$ cat src/rtl/wave_dac_pkg.sv
// wave_dac_pkg: FSM states, DAC frame constants and frame builder shared by the wave DAC driver.
package wave_dac_pkg;
    typedef enum logic [2:0] {IDLE, READ, CAPTURE, SHIFT, LATCH} state_e;
    localparam logic [3:0] DAC_CFG_BITS = 4'b0011;
    localparam int FRAME_W = 16;
    localparam logic [11:0] MIDSCALE = 12'h800;
    function automatic logic [FRAME_W-1:0] make_frame(input logic [11:0] d);
        return {DAC_CFG_BITS, d};
    endfunction
endpackage

$ cat src/rtl/wave_dac_if.sv
// wave_dac_if: wavetable RAM handshake plus SPI DAC pins; master = driver side.
interface wave_dac_if #(parameter int DATA_W = 12);
    logic [12:0] waveram_address;
    logic [DATA_W-1:0] waveram_data;
    logic [12:0] waveram_read_address;
    logic waveram_read_enable;
    logic dac_cs_n;
    logic dac_sclk;
    logic dac_sdi;
    logic dac_ldac_n;
    modport master(
        input waveram_address, waveram_data,
        output waveram_read_address, waveram_read_enable, dac_cs_n, dac_sclk, dac_sdi, dac_ldac_n
    );
    modport slave(
        output waveram_address, waveram_data,
        input waveram_read_address, waveram_read_enable, dac_cs_n, dac_sclk, dac_sdi, dac_ldac_n
    );
endinterface

$ cat src/rtl/dac_frame_shifter.sv
// dac_frame_shifter: shifts one 16-bit frame out MSB first, each bit SCLK low then high for SCLK_DIV cycles.
module dac_frame_shifter
    import wave_dac_pkg::*;
#(
    parameter int SCLK_DIV = 2
) (
    input  logic               i_clock,
    input  logic               i_reset_n,
    input  logic               i_load,
    input  logic [FRAME_W-1:0] i_word,
    output logic               o_cs_n,
    output logic               o_sclk,
    output logic               o_sdi,
    output logic               o_done
);
    localparam int DW = $clog2(SCLK_DIV) + 1;
    logic [FRAME_W-1:0] sh_q, sh_d;
    logic [DW-1:0] div_q, div_d;
    logic [3:0] bit_q, bit_d;
    logic sclk_q, sclk_d, cs_n_q, cs_n_d, phase_end, last;
    always_comb begin
        phase_end = !cs_n_q && div_q == DW'(SCLK_DIV - 1);
        last = phase_end && sclk_q && bit_q == 4'(FRAME_W - 1);
        sh_d = sh_q;
        div_d = div_q;
        bit_d = bit_q;
        sclk_d = sclk_q;
        cs_n_d = cs_n_q;
        if (i_load) begin
            sh_d = i_word;
            div_d = '0;
            bit_d = '0;
            sclk_d = 1'b0;
            cs_n_d = 1'b0;
        end else if (!cs_n_q) begin
            div_d = phase_end ? '0 : div_q + 1'b1;
            sclk_d = phase_end ? !sclk_q : sclk_q;
            // data only moves on the falling SCLK edge so the DAC samples a stable bit
            if (phase_end && sclk_q) begin
                sh_d = sh_q << 1;
                bit_d = bit_q + 1'b1;
                cs_n_d = last;
            end
        end
    end
    always_ff @(posedge i_clock or negedge i_reset_n) begin
        if (!i_reset_n) begin
            sh_q <= '0;
            div_q <= '0;
            bit_q <= '0;
            sclk_q <= 1'b0;
            cs_n_q <= 1'b1;
        end else begin
            sh_q <= sh_d;
            div_q <= div_d;
            bit_q <= bit_d;
            sclk_q <= sclk_d;
            cs_n_q <= cs_n_d;
        end
    end
    assign o_cs_n = cs_n_q;
    assign o_sclk = sclk_q;
    assign o_sdi = sh_q[FRAME_W-1];
    assign o_done = last;
endmodule

$ cat src/rtl/wave_dac_driver.sv
// wave_dac_driver: sample-rate timer, wavetable read and SPI DAC frame with LDAC latch.
// Optional DAC_MUTE_EN: i_mute at frame start sends midscale and skips the RAM read.
module wave_dac_driver
    import wave_dac_pkg::*;
#(
    parameter int SAMPLE_DIV = 512,
    parameter int SCLK_DIV   = 2,
    parameter int DATA_W     = 12
) (
    input  logic       i_clock,
    input  logic       i_reset_n,
    input  logic       i_enable,
    input  logic       i_mute,
    wave_dac_if.master bus,
    output logic       o_busy,
    output logic       o_overrun
);
    localparam int CW = $clog2(SAMPLE_DIV);
    localparam int LW = $clog2(SCLK_DIV) + 1;
    state_e state_q, state_d;
    logic [CW-1:0] cnt_q, cnt_d;
    logic [LW-1:0] lcnt_q, lcnt_d;
    logic [12:0] addr_q, addr_d;
    logic pending_q, pending_d, overrun_q, overrun_d, re_q, re_d, mute_q, mute_d;
    logic tick, load, done, mute_now;
    logic [FRAME_W-1:0] word;
`ifdef DAC_MUTE_EN
    assign mute_now = i_mute;
`else
    logic unused_mute;
    assign unused_mute = i_mute;
    assign mute_now = 1'b0;
`endif
    always_comb begin
        tick = i_enable && cnt_q == CW'(SAMPLE_DIV - 1);
        cnt_d = (!i_enable || tick) ? '0 : cnt_q + 1'b1;
        state_d = state_q;
        lcnt_d = lcnt_q;
        addr_d = addr_q;
        pending_d = pending_q;
        overrun_d = overrun_q;
        mute_d = mute_q;
        re_d = 1'b0;
        load = 1'b0;
        // a tick during a frame is queued once; a second one is lost and flagged
        if (state_q != IDLE && tick) begin
            pending_d = 1'b1;
            overrun_d = overrun_q || pending_q;
        end
        case (state_q)
            IDLE: if (tick || pending_q) begin
                state_d = READ;
                pending_d = 1'b0;
                addr_d = bus.waveram_address;
                mute_d = mute_now;
                re_d = !mute_now;
            end
            READ: state_d = CAPTURE;
            CAPTURE: begin
                state_d = SHIFT;
                load = 1'b1;
            end
            SHIFT: if (done) begin
                state_d = LATCH;
                lcnt_d = '0;
            end
            LATCH: begin
                lcnt_d = lcnt_q + 1'b1;
                state_d = lcnt_q == LW'(SCLK_DIV - 1) ? IDLE : LATCH;
            end
            default: state_d = IDLE;
        endcase
    end
    always_ff @(posedge i_clock or negedge i_reset_n) begin
        if (!i_reset_n) begin
            state_q <= IDLE;
            cnt_q <= '0;
            lcnt_q <= '0;
            addr_q <= '0;
            pending_q <= 1'b0;
            overrun_q <= 1'b0;
            mute_q <= 1'b0;
            re_q <= 1'b0;
        end else begin
            state_q <= state_d;
            cnt_q <= cnt_d;
            lcnt_q <= lcnt_d;
            addr_q <= addr_d;
            pending_q <= pending_d;
            overrun_q <= overrun_d;
            mute_q <= mute_d;
            re_q <= re_d;
        end
    end
    assign word = mute_q ? make_frame(MIDSCALE) : make_frame(12'(bus.waveram_data) << (12 - DATA_W));
    dac_frame_shifter #(.SCLK_DIV(SCLK_DIV)) u_shifter (
        .i_clock   (i_clock),
        .i_reset_n (i_reset_n),
        .i_load    (load),
        .i_word    (word),
        .o_cs_n    (bus.dac_cs_n),
        .o_sclk    (bus.dac_sclk),
        .o_sdi     (bus.dac_sdi),
        .o_done    (done)
    );
    assign bus.waveram_read_address = addr_q;
    assign bus.waveram_read_enable = re_q;
    assign bus.dac_ldac_n = state_q != LATCH;
    assign o_busy = state_q != IDLE;
    assign o_overrun = overrun_q;
endmodule

$ cat src/flat_wrapper.sv
// flat-port wrapper written by rule: the top's interface ports become plain ports
module wave_dac_driver_flat import wave_dac_pkg::*;
#(
    parameter int SAMPLE_DIV = 512,
    parameter int SCLK_DIV   = 2,
    parameter int DATA_W     = 12
)
  (i_clock, i_reset_n, i_enable, i_mute, o_busy, o_overrun, bus_waveram_address, bus_waveram_data, bus_waveram_read_address, bus_waveram_read_enable, bus_dac_cs_n, bus_dac_sclk, bus_dac_sdi, bus_dac_ldac_n);
  wave_dac_if #(.DATA_W(DATA_W)) bus_i ();
  input  logic i_clock;
  input  logic i_reset_n;
  input  logic i_enable;
  input  logic i_mute;
  output logic o_busy;
  output logic o_overrun;
  input wire logic [$bits(bus_i.waveram_address)-1:0] bus_waveram_address;
  input wire logic [$bits(bus_i.waveram_data)-1:0] bus_waveram_data;
  output wire logic [$bits(bus_i.waveram_read_address)-1:0] bus_waveram_read_address;
  output wire logic [$bits(bus_i.waveram_read_enable)-1:0] bus_waveram_read_enable;
  output wire logic [$bits(bus_i.dac_cs_n)-1:0] bus_dac_cs_n;
  output wire logic [$bits(bus_i.dac_sclk)-1:0] bus_dac_sclk;
  output wire logic [$bits(bus_i.dac_sdi)-1:0] bus_dac_sdi;
  output wire logic [$bits(bus_i.dac_ldac_n)-1:0] bus_dac_ldac_n;
  assign bus_i.waveram_address = bus_waveram_address;
  assign bus_i.waveram_data = bus_waveram_data;
  assign bus_waveram_read_address = bus_i.waveram_read_address;
  assign bus_waveram_read_enable = bus_i.waveram_read_enable;
  assign bus_dac_cs_n = bus_i.dac_cs_n;
  assign bus_dac_sclk = bus_i.dac_sclk;
  assign bus_dac_sdi = bus_i.dac_sdi;
  assign bus_dac_ldac_n = bus_i.dac_ldac_n;
  wave_dac_driver #(.SAMPLE_DIV(SAMPLE_DIV), .SCLK_DIV(SCLK_DIV), .DATA_W(DATA_W)) u_core (.i_clock(i_clock), .i_reset_n(i_reset_n), .i_enable(i_enable), .i_mute(i_mute), .bus(bus_i), .o_busy(o_busy), .o_overrun(o_overrun));
endmodule
$ cat config.mk
export PLATFORM = sky130hd
export DESIGN_NAME = wave_dac_driver_flat
export DESIGN_NICKNAME = d
export VERILOG_FILES = /design/src/rtl/wave_dac_pkg.sv /design/src/rtl/wave_dac_if.sv /design/src/rtl/dac_frame_shifter.sv /design/src/rtl/wave_dac_driver.sv /design/src/flat_wrapper.sv
export SDC_FILE = /design/constraint.sdc
export NUM_CORES = 1
export LEC_CHECK = 0
export CAP_MARGIN = 25
export CORE_ASPECT_RATIO = 0.9
export CORE_MARGIN = 2
export CORE_UTILIZATION = 43
export DETAILED_ROUTE_END_ITERATION = 16
export PLACE_DENSITY = 0.71
export SYNTH_ARGS = -nofsm -noshare
export SYNTH_HDL_FRONTEND = slang
export SYNTH_SLANG_ARGS = --single-unit
export TNS_END_PERCENT = 5
$ cat constraint.sdc
create_clock -name i_clock -period 2.1 [get_ports i_clock]
set_input_delay 0.525 -clock i_clock [delete_from_list [all_inputs] [get_ports i_clock]]
set_output_delay 0.525 -clock i_clock [all_outputs]
set_load 0.05 [all_outputs]
; ---- After elaboration in Yosys (flattened, before gate mapping)
; Cells that the tools add are included.
[op_classes]
add_sub_neg = 4
n_eq_ne = 12
mux = 28
n_reduce_logical = 21
[ops]
columns = op, count
row1 = 2-to-1 mux 16 bit, 3
row2 = one-hot mux 3 bit (5 select lines), 1
row3 = 2-to-1 mux 1 bit, 12
row4 = 2-to-1 mux 4 bit, 3
row5 = AND reduction 2 bit, 5
row6 = adder 9 x 1 -> 9 bit (second input constant), 1
row7 = == test 9 bit (second input constant), 1
row8 = 2-to-1 mux 3 bit, 3
row9 = 2-to-1 mux 9 bit, 1
row10 = 2-to-1 mux 2 bit, 4
row11 = == test 3 x 2 -> 1 bit (second input constant), 2
row12 = != test 2 x 1 -> 1 bit (second input constant), 3
row13 = nonzero test 2 bit, 3
row14 = logical AND 1 bit, 5
row15 = adder 2 x 1 -> 2 bit (second input constant), 2
row16 = adder 4 x 1 -> 4 bit (second input constant), 1
row17 = == test 2 x 1 -> 1 bit (second input constant), 2
row18 = == test 4 bit (second input constant), 1
row19 = one-hot mux 2 bit (2 select lines), 1
row20 = == test 3 x 1 -> 1 bit (second input constant), 1
row21 = == test 3 bit (second input constant), 1
row22 = zero test 1 bit, 3
row23 = zero test 3 bit, 1
row24 = logical OR 1 bit, 3
row25 = other kinds (2), 2
[totals]
ff_bits = 54
output_inout_bits = 20
wordCells = 77

; ---- Depth between registers and ports, before layout
; Gate-level depths: netlist of the first run.
[logic_depth]
ltp_word = 7
ltp_mapped = 8

; ---- Hierarchy
; Synthesis of the first run repeated with hierarchy kept, for this count alone.
[hier_totals]
hier_cells = 208
area_unflattened_um2 = 2482.4
[modules_own_cells]
columns = mod, n_inst, cells_per_inst, area_each_um2
row1 = wave_dac_driver, 1, 105, 1338.8
row2 = dac_frame_shifter, 1, 103, 1143.6

; ---- Worst setup path before layout of the first run
; No wires, ideal clock.
[synth_path]
path_kind = reg2reg
start = reg u_core.cnt_q[0]
end = reg u_core.addr_q[0] (netlist: u_core.bus.waveram_read_address[0])
setup_ps = 125
arrival_ps = 1744
required_time_ps = 1975
slack_ps = 231
path_stages_with_launch = 9
n_path_buf = 1
synth_period_minus_slack_ps = 1869
cell_sequence = dfrtp_1 -> ha_1 -> nand2_1 -> nor3_1 -> ha_1 -> a21oi_1 -> nor2_4 -> buf_12 -> mux2_4
[synth_via]
elab_chain_len = 4
[synth_lines]
columns = element, line
row1 = "start, declared", wave_dac_driver.sv:21  ; logic [CW-1:0] cnt_q, cnt_d;
row2 = "start signal, assigned", wave_dac_driver.sv:86  ; cnt_q <= cnt_d;
row3 = == test 9 bit, wave_dac_driver.sv:35  ; tick = i_enable && cnt_q == CW'(SAMPLE_DIV - 1);
row4 = logical AND 1 bit, wave_dac_driver.sv:35
row5 = logical OR 1 bit, wave_dac_driver.sv:51  ; IDLE: if (tick || pending_q) begin
row6 = AND reduction 2 bit (no line), --
row7 = "end signal, assigned", wave_dac_driver.sv:88  ; addr_q <= addr_d;
row8 = "end, declared", wave_dac_driver.sv:23  ; logic [12:0] addr_q, addr_d;
; No other way between the ends.
; A chain may end at the register's enable or synchronous reset.

; ---- Worst setup path after layout of the first run
[layout_path]
start = reg u_core.state_q[1]
end = out bus_dac_ldac_n
[layout_via]
elab_chain_len = 1
[layout_lines]
columns = element, line
row1 = "start, declared", wave_dac_driver.sv:20  ; state_e state_q, state_d;
row2 = "start signal, assigned", wave_dac_driver.sv:85  ; state_q <= state_d;
row3 = != test 3 bit, wave_dac_driver.sv:108  ; assign bus.dac_ldac_n = state_q != LATCH;
row4 = "end, declared", flat_wrapper.sv:23  ; output wire logic [$bits(bus_i.dac_ldac_n)-1:0] bus_dac_ldac_n;
; No other way between the ends.

==> impl_metrics.py, run 1 <==
metrics = {
    "run_status": {
        "status": "finished clean",
    },
    "detailed_routing": {
        "post_drt_wl_per_cell_um": 13.5,
        "drt_iter0_markers": 78,
        "vias_per_cell": 5.09,
        "firstDrtPassIters": 4,
        "vias": 1732,
        "ant_nets": 0,
        "drc": 0,
        "finalWirelength_um": 4580,
    },
    "sta": {
        "finalCriticalPeriod_ps": 2050,
        "worstMarginPinSlew_ps": 762,
        "clock_skew_ps": 14.5,
        "hold_viol": 0,
        "setup_tns_ps": 0,
        "setup_viol": 0,
        "rsz0062_at_grt": "false",
        "max_freq_mhz": 488,
        "period_share": 0.976,
        "slew_headroom": 0.492,
        "slew_viol_final": 0,
    },
    "placement": {
        "detailed_place.area_um2": 2930,
        "gp_congestion": 0.804,
        "dpl.hpwl_um": 3170,
        "io_buffers": 47,
    },
    "clock_tree": {
        "insertion_delay_ps": 310,
        "path_clk_slew_ps": 110,
        "cts_sinks": 54,
        "cts_max_path_buffers": 2,
        "cts_hold_buf": 0,
        "cts_tree": "yes",
        "root_buffer": "clkbuf_8",
        "htree_levels": 2,
        "cts_made_buffers": 5,
    },
    "job": {
        "cap_viol_max_count": 0,
    },
    "power_and_ir_drop": {
        "p_per_area_nw_per_um2": 572,
        "leakage_nw": 1.36,
        "power_w": 0.00173,
        "irDropWorstVdd_v": 0.000396,
    },
    "die": {
        "io_pins": 49,
        "num_rows": 25,
        "die_area_um2": 6230,
        "die_w_um": 83.0,
        "start_util": 0.451,
        "dieHeight_um": 75.1,
        "core_um2": 5350,
    },
    "critical_path": {
        "crit_type": "flop to output port",
        "cp_data_arrival_time_ps": 1520,
        "cp_max_fo": 9,
        "crit_required_ps": 1570,
        "worstSetupEndpointType": "output port",
        "r2r_setup_slack_ps": 210,
        "critPathLaunchType": "flop",
    },
    "global_routing": {
        "grt_overflow": 0,
        "grt_pass1_vias": 1758,
        "grt_use_total": 0.161,
        "grt_first_pass_wirelength_um": 7960,
        "grt_max_degree": 26,
        "antenna_found_initial": 0,
    },
    "logic_synthesis": {
        "synth_area_um2": 2410,
        "yosys_warnings": 0,
        "synth_cells": 222,
        "ys_seq_area_frac": 0.560,
        "avgSynthCellArea_um2": 10.9,
        "synth_nets": 255,
        "synth_cell_types": 43,
        "synth-seq-cells": 54,
    },
    "finish": {
        "areaGrowthSynthToFinish_pct": 25.5,
        "layout_commonest_cell": "dfrtp_1",
        "post-route-cell-area_um2": 3030,
        "num_antenna_cells": 0,
        "layout_common_cells": "52 x dfrtp_1, 42 x clkdlybuf4s50_1, 39 x nand2_1",
        "drive_gt1_frac": 0.150,
        "final_util": 0.566,
        "finalNetCount": 305,
    },
    "min_path": {
        "hp-class": "input pin to async pin",
    },
}
-- flip-flops by register name (all words and copies together) (netlist names) --
| signal | count |
|---|---|
| u_core.bus.waveram_read_enable | 1 |
| u_core.u_shifter.bit_q | 4 |
| u_core.u_shifter.o_cs_n | 1 |
| u_core.o_overrun | 1 |
| u_core.u_shifter.div_q | 2 |
| u_core.bus.waveram_read_address | 13 |
| u_core.u_shifter.sh_q | 16 |
| u_core.lcnt_q | 2 |
| u_core.pending_q | 1 |
| u_core.u_shifter.o_sclk | 1 |
| u_core.state_q | 3 |
| u_core.cnt_q | 9 |
-- per-layer routing --
layer  GRT usage  up-vias  share of wire
li1            -      858              -
met1       0.207      832           0.48
met2       0.264       38           0.46
met3      0.0428        4          0.045
met4      0.0656        0          0.014
met5           0        -              0
-- stage by stage --
step           setup WS (ps)  hold slack, ps  cells
4_1_cts                 17.5             146    340
2_1_floorplan            231             229    222
3_3_place_gp             167             470    332
6_report                50.5             141    340
3_5_place_dp             131             471    332
5_1_grt                0.335             165    340
-- worst max-delay path: stages, from the launching register on --
cell and delay [ps]:
dfrtp_2 470, or3b_2 530, buf_4 220
-- kinds of logic after synthesis --
logic type,after synthesis,synth area share
xor gates and xnor gates,6,0.0218
muxes,13,0.0746
AOI/OAI and AO/OA,36,0.0902
adders and majority gates,4,0.0207
buffers and inverters,17,0.0493
DFF,54,0.560
and+or+nand+nor,92,0.183
-- cells in the mapped netlist --
| cell | instances | area share |
|---|---|---|
| or3b_1 | 1 | 0.0036 |
| dfrtp_1 | 53 | 0.55 |
| nand2b_1 | 1 | 0.0026 |
| clkbuf_1 | 2 | 0.0031 |
| nor2b_1 | 1 | 0.0026 |
| dfstp_2 | 1 | 0.011 |
| a21oi_1 | 12 | 0.025 |
| o21ai_0 | 6 | 0.012 |
| or3_1 | 4 | 0.010 |
| inv_1 | 5 | 0.0078 |
| and4bb_1 | 1 | 0.0052 |
| xnor2_1 | 3 | 0.011 |
| o31ai_1 | 2 | 0.0062 |
| inv_2 | 1 | 0.0016 |
| nor2_1 | 22 | 0.034 |
| or4_1 | 1 | 0.0031 |
| and2_1 | 2 | 0.0052 |
| mux2_4 | 9 | 0.056 |
| nand4_1 | 2 | 0.0052 |
| nor2_4 | 1 | 0.0047 |
| buf_12 | 1 | 0.0083 |
| buf_6 | 1 | 0.0047 |
| nor3b_1 | 2 | 0.0062 |
| nor3_1 | 1 | 0.0021 |
| a41o_1 | 1 | 0.0041 |
| o311a_1 | 1 | 0.0041 |
| or2_2 | 1 | 0.0026 |
| or2b_1 | 1 | 0.0031 |
| mux2_2 | 4 | 0.019 |
| nor3_2 | 1 | 0.0041 |
| a31oi_1 | 11 | 0.029 |
| nand4bb_1 | 1 | 0.0047 |
| or3b_2 | 1 | 0.0036 |
| a211oi_1 | 2 | 0.0062 |
| nand2_1 | 39 | 0.061 |
| ha_1 | 4 | 0.021 |
| nand3_1 | 8 | 0.017 |
| buf_2 | 4 | 0.0083 |
| buf_8 | 2 | 0.012 |
| buf_4 | 1 | 0.0031 |
| and3_1 | 1 | 0.0026 |
| o32ai_1 | 1 | 0.0036 |
| xor2_1 | 3 | 0.011 |
-- timing repair --
| action | 4_1_cts | 5_1_grt |
|---|---|---|
| setup endpoints to repair | 0 | 10 |
| setup buffers | 0 | 0 |
| gates resized for setup | 0 | 2 |
-- report_power, final --
part | internal [W] | switching [W]
combinational | 0.0000565 | 0.0000407
sequential | 0.00105 | 0.00000785
clock | 0.000235 | 0.000344
total | 0.00134 | 0.000393
-- layout make-up --
cell class / count / area [µm²]
Tap cell: 67 / 83.8
Timing Repair Buffer: 54 / 533
Clock buffer: 5 / 68.8
Sequential cell: 54 / 1350
Clock inverter: 3 / 21.3
Fill cell: 453 / 2320
Multi-Input combinational cell: 151 / 946
Inverter: 6 / 22.5
-- path summary, 6_finish.rpt --
check	cells after the start	endpoint	startpoint
max reg2reg	8	u_core.bus.waveram_read_address[9]$_DFFE_PN0P_	u_core.cnt_q[0]$_DFF_PN0_
max	2	bus_dac_ldac_n	u_core.state_q[1]$_DFFE_PN0P_
max in group asynchronous	2	u_core.u_shifter.o_cs_n$_DFF_PN1_	i_reset_n
min	1	u_core.cnt_q[4]$_DFF_PN0_	i_reset_n
min in group i_clock	1	u_core.o_overrun$_DFFE_PN0P_	u_core.o_overrun$_DFFE_PN0P_
min reg2reg	1	u_core.o_overrun$_DFFE_PN0P_	u_core.o_overrun$_DFFE_PN0P_
No activity file was read; power rests on OpenSTA's default activity.
==> run 2, diff against run 1 <==
--- a/config.mk
+++ b/config.mk
@@ -9,8 +9,9 @@
 export CORE_ASPECT_RATIO = 0.9
 export CORE_MARGIN = 2
 export CORE_UTILIZATION = 43
+export CTS_CLUSTER_SIZE = 16
 export DETAILED_ROUTE_END_ITERATION = 16
-export PLACE_DENSITY = 0.71
+export PLACE_DENSITY = 0.8
 export SYNTH_ARGS = -nofsm -noshare
 export SYNTH_HDL_FRONTEND = slang
 export SYNTH_SLANG_ARGS = --single-unit
==> run 2 against run 1 <==
  * Clock skew fell by 9.6 ps
  * Sequential power is essentially flat
  * Flip-flop and latch count unchanged
  * Via count is 0.40% higher
  * Non-clock buffer count up 1
  * Maximum frequency increased by 0.98%
  * Critical path depth is the same
  * Sequential share of layout area hardly changed
  * Die area did not move
  * Power hardly changed
  * Largest cell class unchanged
  * Largest power group unchanged
==> impl_metrics.py, run 2 (same netlist as run 1, synthesis figures left out) <==
metrics = {
    "detailed_routing": {
        "finalWirelength_um": 4620,
        "vias": 1739,
        "ant_nets": 0,
        "firstDrtPassIters": 4,
        "post_drt_wl_per_cell_um": 13.5,
        "drc": 0,
        "vias_per_cell": 5.10,
        "drt_iter0_markers": 128,
    },
    "finish": {
        "layout.area.seq_um2": 1350,
        "multi_input_area_um2": 952,
        "finalNetCount": 306,
        "post-route-cell-area_um2": 3030,
        "largest_reg_flops": 16,
        "layout_commonest_cell": "dfrtp_1",
        "final_cells": 341,
        "num-fill-cells": 457,
        "top_register": "u_core.u_shifter.sh_q",
        "drive_gt1_frac": 0.161,
        "layout_common_cells": "52 x dfrtp_1, 42 x clkdlybuf4s50_1, 39 x nand2_1",
        "num_antenna_cells": 0,
        "areaGrowthSynthToFinish_pct": 25.6,
    },
    "global_routing": {
        "grt_overflow": 0,
        "grt_use_total": 0.160,
        "grt_first_pass_wirelength_um": 7890,
        "grt_max_degree": 26,
        "antenna_found_initial": 0,
        "grt_pass1_vias": 1671,
    },
    "placement": {
        "detailed_place.area_um2": 2920,
        "dp_cells": 332,
        "gp_congestion": 0.814,
        "io_buffers": 47,
        "dp_slack_ps": 59.0,
        "dpl.hpwl_um": 3290,
    },
    "power_and_ir_drop": {
        "irDropWorstVdd_v": 0.000297,
        "power_w": 0.00173,
        "leakage_nw": 1.35,
        "p_per_area_nw_per_um2": 571,
    },
    "sta": {
        "slew_headroom": 0.499,
        "setup_slack_ps": 70.5,
        "setup_viol": 0,
        "period_share": 0.966,
        "slew_viol_final": 0,
        "clock_skew_ps": 4.83,
        "finalCriticalPeriod_ps": 2030,
        "hold_viol": 0,
        "max_freq_mhz": 493,
        "setup_tns_ps": 0,
        "worstMarginPinSlew_ps": 751,
    },
    "clock_tree": {
        "path_clk_slew_ps": 90,
        "root_buffer": "clkbuf_8",
        "cts_sinks": 54,
        "cts_made_buffers": 5,
        "htree_levels": 2,
        "cts_tree": "yes",
        "cts_max_path_buffers": 2,
        "cts_hold_buf": 0,
        "insertion_delay_ps": 310,
    },
    "die": {
        "die_area_um2": 6230,
        "die_w_um": 83.0,
        "num_rows": 25,
        "core_um2": 5350,
        "dieHeight_um": 75.1,
        "io_pins": 49,
        "start_util": 0.451,
    },
    "critical_path": {
        "crit_type": "flop to output port",
        "slowest_delay_ps": 510,
        "cp_max_fo": 8,
        "worstSetupEndpointType": "output port",
        "crit_chain": "or3b_2 > buf_4",
        "cp_top_family": "simple AND/OR/NAND/NOR gates",
        "crit_buf_inv": 1,
        "critPathLaunchType": "flop",
        "crit_required_ps": 1570,
        "cp_data_arrival_time_ps": 1500,
        "critical-path-slowest-cell": "or3b_2",
    },
    "run_status": {
        "status": "finished clean",
    },
    "job": {
        "cap_viol_max_count": 0,
    },
    "min_path": {
        "hp-class": "input pin to async pin",
    },
}
run 2: routing by layer:
layer | GRT usage | up-vias | routed length (µm)
met5 | 0 | - | 0
met4 | 0.0546 | 0 | 62
met3 | 0.0504 | 5 | 178
met2 | 0.260 | 35 | 2190
met1 | 0.209 | 841 | 2190
li1 | - | 858 | -
run 2: path summary, 6_finish.rpt:
check                                                    from  cells past startpoint                                        endpoint  slack, ps
max in group asynchronous                           i_reset_n                      2                   u_core.state_q[1]$_DFFE_PN0P_       1500
min in group i_clock                u_core.cnt_q[0]$_DFF_PN0_                      1                       u_core.cnt_q[0]$_DFF_PN0_        510
worst max-delay path            u_core.state_q[0]$_DFFE_PN0P_                      2                                  bus_dac_ldac_n         70
worst max register to register      u_core.cnt_q[0]$_DFF_PN0_                      8  u_core.bus.waveram_read_address[9]$_DFFE_PN0P_        140
worst min register to register      u_core.cnt_q[0]$_DFF_PN0_                      1                       u_core.cnt_q[0]$_DFF_PN0_        510
worst min-delay path                                i_reset_n                      1                    u_core.o_overrun$_DFFE_PN0P_         40
run 2: power by group:
group,total (W),switching (W),internal [W],leakage [nW]
combinational,0.0000952,0.0000403,0.0000549,0.607
sequential,0.00106,0.00000722,0.00105,0.703
clock,0.000580,0.000345,0.000235,0.0441
total,0.00173,0.000393,0.00134,1.35
run 2: layout make-up:
| cell class | instances | area share |
|---|---|---|
| inverters | 6 | 0.00743 |
| clock buffers | 5 | 0.0227 |
| flip-flops and latches | 54 | 0.447 |
| clock inverters | 3 | 0.00702 |
| well taps | 67 | 0.0277 |
| multi-input cells | 151 | 0.314 |
| repair buffers | 55 | 0.174 |
run 2: repair_timing:
item	4_1_cts	5_1_grt
setup endpoints to repair	0	14
buffers inserted	0	1
resized for setup	0	4
run 2: through the flow:
step	hold slack, ps	util
6_report	38.5	0.567
5_1_grt	40.9	0.567
4_1_cts	41.4	0.563
3_5_place_dp	380	0.546
3_3_place_gp	378	0.546
2_1_floorplan	229	-
==> variant (config.mk and constraints of run 1) <==
Add a define of `DAC_MUTE_EN`.
--- a/src/rtl/wave_dac_driver.sv
+++ b/src/rtl/wave_dac_driver.sv
@@ -2,2 +2,4 @@
 // Optional DAC_MUTE_EN: i_mute at frame start sends midscale and skips the RAM read.
+`define DAC_MUTE_EN
+
 module wave_dac_driver
Formal check against the unedited RTL: no difference found for any inputs over 10 cycles, from zero or initial values and one cycle with i_reset_n low; that may be too few to reach the edited logic, so the function may still have changed.
==> variant against run 1 <==
- routed wire length grew 0.13%
- count of clock-buffer cells in the layout unchanged
- total power up 8.8%
- sequential cell count up 1
- hold slack worse by 0.034 ns
- synthesized area grew 1.2%
- critical path depth fell by 1
- design area rose by 3.6%
- combinational power increased by 1%
- register-to-register slack got worse by 0.06 ns
- clock power is 23% higher
- die area is 1.2% higher
- setup slack improved by 0.031 ns
- critical path type unchanged
- largest cell class unchanged
- highest routed layer unchanged
==> variant: results <==
[timing]
clock_skew_ns = 0.009433
worstMarginPinSlew_ns = 0.6473

[logic_synthesis]
synth_area_leaders = "dfrtp_1, mux2_2, nand2_1"
synth-seq-area-share = 0.5637
synth_common_cells = "dfrtp_1, nand2_1, a21oi_1"
syn-num-nets = 256

[setup_path]
path_max_fanout = 2
crit_path_start = "u_core.bus.waveram_read_address[7]"
crit_slowest_cell = "clkdlybuf4s50_1"
slowest_delay_ns = 0.82

[global_routing]
grt_max_degree = 28
grt_pass1_vias = 1689
grt_usage = 0.1529
grt_pass1_wl_um = 7838

[run_status]
status = "finished clean"

[placed_design]
portBuffers = 48
place_ws_ns = 0.09161
gp_congestion = 0.7165
dp.cells = 338
dpl_cell_area_um2 = 3008
dpl.hpwl_um = 3233

[finish]
fin_cells = 346
drive_above_1_share = 0.1739
fin_nets = 308
fill_cells = 496

[cts]
clock_sinks = 55

[detailed_routing]
detail_route.wl_per_cell_um = 13.26
first_iter_violations = 114
num_vias = 1782

[pwr]
p_leak_nw = 1.388
## variant: cell count changes after synthesis, moves of 3 or more
cell,change
nand2_1,-3
a21oi_1,+8
nor2_1,-13
mux2_2,+10
mux2_4,-8
## variant: final timing paths
kind | slack (ns) | endpoint | cells past startpoint
max in group asynchronous | 1.45 | u_core.u_shifter.bit_q[3] | 2
worst max-delay path | 0.08 | bus_waveram_read_address[7] | 1
min in group i_clock | 0.48 | u_core.o_overrun | 1
worst min register to register | 0.48 | u_core.o_overrun | 1
worst min-delay path | 0.11 | u_core.bus.waveram_read_address[12] | 1
worst max register to register | 0.15 | u_core.bus.waveram_read_address[1] | 8
## variant: report_power, final
group / leakage (nW) / total, mW / switching, mW / internal [mW]
clock: 0.0587 / 0.712 / 0.350 / 0.362
combinational: 0.612 / 0.0987 / 0.0408 / 0.0579
sequential: 0.717 / 1.07 / 0.00718 / 1.07
total: 1.39 / 1.89 / 0.398 / 1.49
## variant: routing by layer
layer	wire, um	vias up	track usage
li1	-	883	-
met1	2174	865	0.2065
met2	2217	29	0.2599
met3	162	5	0.02925
met4	35	0	0.04301
met5	0	-	0
## variant: cell type report
class                      instances  area (um2)  area share
clock buffer                       5       68.82     0.02194
multi-input combinational        149       974.7      0.3107
tap                               70       87.58     0.02792
inverter                           8       30.03    0.009573
timing repair buffer              56       550.5      0.1755
sequential                        55        1378      0.4392
clock inverter                     3       47.55     0.01516
## variant: cells by family (layout without fill, tap and decap cells)
group | count (synthesis) | in the layout | synth area share
AO/OA/AOI/OAI | 44 | 44 | 0.1065
multiplexers | 17 | 17 | 0.07885
XOR/XNOR | 6 | 6 | 0.02151
buffers and inverters | 19 | 72 | 0.04505
flip-flops | 55 | 55 | 0.5638
adder cells (fa/ha/maj) | 4 | 4 | 0.02048
AND/OR/NAND/NOR | 78 | 78 | 0.1638
